### src/rtl/commit_pkg.sv
// Shared types for the writeback reorder/commit block.
// Commit slot, issue flag bundle and default latency.
package commit_pkg;

  localparam int LAT_DEFAULT = 3;
  localparam int SLOT_XLEN   = 32;

  typedef struct packed {
    logic                 valid;
    logic                 we;
    logic [4:0]           rd;
    logic [SLOT_XLEN-1:0] data;
  } commit_slot_t;

  typedef struct packed {
    logic oc;
    logic bm;
  } issue_flags_t;

endpackage

### src/rtl/flag_delay_line.sv
// Shift register carrying dispatcher flags to writeback.
// Ports: clk, rstn_i, en_i (advance), clr_i (sync clear), flags_i, flags_o.
module flag_delay_line
  import commit_pkg::*;
#(
  parameter int LAT = LAT_DEFAULT
) (
  input  logic         clk,
  input  logic         rstn_i,
  input  logic         en_i,
  input  logic         clr_i,
  input  issue_flags_t flags_i,
  output issue_flags_t flags_o
);

  if (LAT < 1) begin : g_bad_lat
    $error("flag_delay_line: LAT must be >= 1");
  end

  issue_flags_t stage_q [LAT];

  always_ff @(posedge clk or negedge rstn_i) begin
    if (!rstn_i) begin
      for (int i = 0; i < LAT; i++) stage_q[i] <= '0;
    end else if (clr_i) begin
      for (int i = 0; i < LAT; i++) stage_q[i] <= '0;
    end else if (en_i) begin
      stage_q[0] <= flags_i;
      for (int i = 1; i < LAT; i++) stage_q[i] <= stage_q[i-1];
    end
  end

  assign flags_o = stage_q[LAT-1];

endmodule

### src/rtl/commit_reorder.sv
// Dual-issue retirement: restores program order of two lanes,
// resolves same-rd writes, registers commit ports, counts instret.
// In: clk, rstn_i, stall_i, flush_i, issue flags, wb0_*/wb1_*.
// Out: c0_* (older), c1_* (younger), waw_kill_o, instret_o.
module commit_reorder
  import commit_pkg::*;
#(
  parameter int LAT  = LAT_DEFAULT,
  parameter int XLEN = 32
) (
  input  logic            clk,
  input  logic            rstn_i,
  input  logic            stall_i,
  input  logic            flush_i,
  input  logic            order_change_i,
  input  logic            both_mem_i,
  input  logic            wb0_valid_i,
  input  logic            wb0_we_i,
  input  logic [4:0]      wb0_rd_i,
  input  logic [XLEN-1:0] wb0_data_i,
  input  logic            wb1_valid_i,
  input  logic            wb1_we_i,
  input  logic [4:0]      wb1_rd_i,
  input  logic [XLEN-1:0] wb1_data_i,
  output logic            c0_valid_o,
  output logic            c0_we_o,
  output logic [4:0]      c0_rd_o,
  output logic [XLEN-1:0] c0_data_o,
  output logic            c1_valid_o,
  output logic            c1_we_o,
  output logic [4:0]      c1_rd_o,
  output logic [XLEN-1:0] c1_data_o,
  output logic            waw_kill_o,
  output logic [63:0]     instret_o
);

  if (XLEN != SLOT_XLEN) begin : g_bad_xlen
    $error("commit_reorder: XLEN must match SLOT_XLEN");
  end

  issue_flags_t iss_flags;
  issue_flags_t wb_flags;

  assign iss_flags.oc = order_change_i;
  assign iss_flags.bm = both_mem_i;

  flag_delay_line #(.LAT(LAT)) u_dl (
    .clk     (clk),
    .rstn_i  (rstn_i),
    .en_i    (!stall_i),
    .clr_i   (flush_i),
    .flags_i (iss_flags),
    .flags_o (wb_flags)
  );

  commit_slot_t l0, l1;
  commit_slot_t s0_d, s1_d;
  logic         kill_d;
  logic         swap;

  commit_slot_t c0_q, c1_q;
  logic         kill_q;
  logic [63:0]  instret_q;

  // x0 writes and writes from empty slots are dropped at the source.
  always_comb begin
    l0.valid = wb0_valid_i;
    l0.we    = wb0_valid_i & wb0_we_i & (wb0_rd_i != 5'd0);
    l0.rd    = wb0_rd_i;
    l0.data  = wb0_data_i;
    l1.valid = wb1_valid_i;
    l1.we    = wb1_valid_i & wb1_we_i & (wb1_rd_i != 5'd0);
    l1.rd    = wb1_rd_i;
    l1.data  = wb1_data_i;
  end

  // A split pair never swaps; bm wins over a stray oc.
  assign swap = wb_flags.oc & ~wb_flags.bm;

  always_comb begin
    s0_d   = swap ? l1 : l0;
    s1_d   = swap ? l0 : l1;
    kill_d = 1'b0;
    if (wb_flags.bm) begin
      s1_d.valid = 1'b0;
      s1_d.we    = 1'b0;
    end
    // Younger write wins; the older slot still retires.
    if (s0_d.valid && s1_d.valid && s0_d.we && s1_d.we &&
        (s0_d.rd == s1_d.rd)) begin
      s0_d.we = 1'b0;
      kill_d  = 1'b1;
    end
  end

  always_ff @(posedge clk or negedge rstn_i) begin
    if (!rstn_i) begin
      c0_q      <= '0;
      c1_q      <= '0;
      kill_q    <= 1'b0;
      instret_q <= '0;
    end else if (flush_i || stall_i) begin
      c0_q   <= '0;
      c1_q   <= '0;
      kill_q <= 1'b0;
    end else begin
      c0_q      <= s0_d;
      c1_q      <= s1_d;
      kill_q    <= kill_d;
      instret_q <= instret_q + {63'd0, s0_d.valid}
                             + {63'd0, s1_d.valid};
    end
  end

  assign c0_valid_o = c0_q.valid;
  assign c0_we_o    = c0_q.we;
  assign c0_rd_o    = c0_q.rd;
  assign c0_data_o  = c0_q.data;
  assign c1_valid_o = c1_q.valid;
  assign c1_we_o    = c1_q.we;
  assign c1_rd_o    = c1_q.rd;
  assign c1_data_o  = c1_q.data;
  assign waw_kill_o = kill_q;
  assign instret_o  = instret_q;

  // Dispatcher must never mark a pair as both swapped and split.
  a_oc_bm_excl : assert property (
    @(posedge clk) disable iff (!rstn_i)
    (!stall_i && !flush_i) |-> !(wb_flags.oc && wb_flags.bm)
  );

endmodule

### config.mk
export PLATFORM = sky130hd
export DESIGN_NAME = commit_reorder
export DESIGN_NICKNAME = d
export VERILOG_FILES = /design/src/rtl/commit_pkg.sv /design/src/rtl/flag_delay_line.sv /design/src/rtl/commit_reorder.sv
export SDC_FILE = /design/constraint.sdc
export NUM_CORES = 1
export LEC_CHECK = 0
export ABC_AREA = 1
export CORE_MARGIN = 1.5
export CORE_UTILIZATION = 52
export CTS_CLUSTER_SIZE = 30
export DETAILED_ROUTE_END_ITERATION = 12
export HOLD_SLACK_MARGIN = 0.1
export PLACE_DENSITY = 0.87
export SYNTH_ARGS = -nofsm -noshare
export SYNTH_HDL_FRONTEND = slang
export SYNTH_SLANG_ARGS = --single-unit
### constraint.sdc
create_clock -name clk -period 5.2 [get_ports clk]
set_input_delay 1.3 -clock clk [delete_from_list [all_inputs] [get_ports clk]]
set_output_delay 1.3 -clock clk [all_outputs]
set_load 0.005 [all_outputs]
==> results_dict.tcl <==
set metrics [dict create \
    dieArea_um2 15700 \
    synth-xor-area-share 0.0406 \
    endpoint_kind "flop" \
    drive_gt1_frac 0.0669 \
    finClkSkew_ps 17.2 \
    grt_use_total 0.322 \
    drc 0 \
    ys_types 30 \
    place_ws_ps 925 \
    ys_seq_area_frac 0.480 \
    clk_pin_slew_ps 60 \
    power_density_nw_per_um2 259 \
    synth.area.top_cells "dfrtp_1, nand2_1, nor2_1" \
    power_leakage_uw 0.00483 \
    num_antenna_cells 0 \
    grt_first_pass_wirelength_mm 39.3 \
    synth_largest_area_cell "dfrtp_1" \
    yosys.area_share.adder 0.00322 \
    fp.dieW_um 125 \
    clock_latency_ps 430 \
    dp_cells 1423 \
    initial_core_util 0.533 \
    cts_sinks 149 \
    netlist_area_um2 7770 \
    status "complete, no violations" \
    syn_to_final_growth_pct 38.2 \
    slew_headroom 0.444 \
    grt_max_degree 81 \
    setup_violations 0 \
    root_buffer "clkbuf_16" \
    grt-ovfl-total 0 \
    synth_compound_area_frac 0.0727 \
    fin_ws_ps 1300 \
    initialDrtViolationCount 642 \
    dr.pass1.iters 6 \
    fin_crit_ps 3900 \
    synth_edf_count 0 \
    netlist_instances 1038 \
    ys.flop_type "dfrtp_1" \
    die_h_um 125 \
    nNetsFinal 1344 \
    cp.required_ps 5520 \
    via_count 7844 \
    cts_tree "built" \
    grt-busiest-layer "met2" \
    place_congestion 0.966 \
    io_buffer_count 226 \
    post_cts_buffers 0 \
    timing.hold.ws_ps 470 \
    fin_crit_sh 0.750 \
    cts_made_buffers 17 \
    final_cells 1454 \
    grt_pass1_vias 7681 \
    cp_data_arrival_time_ps 4220 \
    postSynthNetCount 1124 \
    max_cap_viol_count 0 \
    cts_hold_buf 0 \
    gr-usage-met2 0.536 \
    crit_path_max_fanout 13 \
    utilization 0.736 \
    via_per_inst 5.39 \
    wl_mm 24.6 \
    std_cell_rows 44 \
    grt.met1_usage 0.364 \
    clock.fmax_ghz 0.257 \
    tightest_slew_ps 832 \
    hold_viol 0 \
    hpwlAfterDp_mm 18.3 \
    fin_setup_tns_ps 0 \
    yosysWarnings 0 \
    synth_top_family_by_area "simple AND/OR/NAND/NOR gates" \
    syn_avg_cell_area_um2 7.49 \
    fp.coreArea_um2 14600 \
    ant_nets 0 \
    clk_path_buf_depth 2 \
    rsz0062_at_grt "false" \
    synthMuxAreaShare 0 \
    synth_simple_gate_area_share 0.339 \
    postCtsResizedCells 0 \
    cp-start-kind "input pin" \
    yosysTopAreaCellShare 0.480 \
    cts_max_level 4 \
    io_pins 227 \
    final_max_slew_viol_count 0 \
    antenna_found_initial 0 \
    ys_seq_elements 149 \
    hold_path_class "flop to flop" \
    criticalPathCategory "input pin to flop" \
    wl_per_cell_um 16.9 \
    peakVddDrop_mv 0.247 \
    ys_async_sr_fraction 1.00 \
    met3_usage 0.122 \
]
layer usage:
metal	vias up	share of wire	wire (µm)
met1	3638	0.37	9140
li1	3729	-	-
met2	393	0.49	12100
met4	0	0.043	1060
met3	84	0.096	2360
met5	-	0	0
cells by family after synthesis:
group	count (synthesis)
flops	149
simple gates	608
xor+xnor	36
fa+ha+maj	2
compound gates	110
buf+inv	133
area by class of cell:
cell class,instances,area [µm²]
clock buffer,21,450
fill,1101,3850
tap,184,230
timing repair buffer,231,2300
multi-input combinational,756,3540
sequential,149,3730
inverter,103,387
clock inverter,10,100
sequential cells by signal, summed over array words and instances (netlist names):
signal	cells
c0_rd_o	5
c1_valid_o	1
instret_o	64
u_dl.stage_q	4
c1_we_o	1
u_dl.flags_o	2
c0_data_o	32
c1_rd_o	5
c1_data_o	32
c0_valid_o	1
waw_kill_o	1
c0_we_o	1
cell usage after synthesis (all sizes together) (5+ instances only):
cell,number
nand2,262
nor2,242
dfrtp,149
inv,100
o21ai,91
nand3,47
nand4,29
clkbuf,27
nor3,25
xor2,24
xnor2,12
a21oi,11
o22ai,5
stage by stage:
stage	cell area, µm²	power, µW
6_report	10700	2780
5_1_grt	10700	2880
4_1_cts	10700	2790
3_5_place_dp	10200	1620
3_3_place_gp	10200	1610
2_1_floorplan	7770	1380
critical path, stage by stage:
cell and delay [ps]:
clkdlybuf4s50_1 550, nand2_1 70, nand2_1 100, nand2_1 100, xor2_1 160, ha_1 160
inv_1 40, nand2_1 330, ha_1 370, nand3_4 140, nor2_8 240, nand3_1 200
nor2_4 230, nand3_1 110, nand2_1 80, nand2_1 50
path summary, 6_finish.rpt:
check | start | end | slack, ps | depth (start not counted)
worst max-delay path | wb0_valid_i | instret_o[52] | 1300 | 16
worst min-delay path | instret_o[63] | instret_o[63] | 470 | 1
worst max register to register | u_dl.flags_o[1] | instret_o[52] | 1660 | 17
worst min register to register | instret_o[63] | instret_o[63] | 470 | 1
max in group asynchronous | rstn_i | instret_o[54] | 3330 | 2
min in group asynchronous | rstn_i | instret_o[30] | 880 | 1
placed cells by master, fill, tap and decap left out, types with 5 or more instances in the layout:
cell             instances
inv_2                   15
nand3_1                 42
buf_4                    5
nor2_1                 219
nor2_2                  15
dfrtp_1                149
clkdlybuf4s50_1        225
o21ai_1                 13
clkbuf_16               17
xnor2_1                 12
a21oi_1                 11
o22ai_1                  5
inv_1                   85
nand2_1                258
nor2_4                   7
xor2_1                  24
o21ai_0                 78
nand4_1                 29
nor3_1                  21
report_power, final:
group	total, µW	switching [µW]	internal (µW)
clock network	1170	502	671
registers	1250	40.8	1210
logic	355	180	176
(Power assumes the default switching activity.)
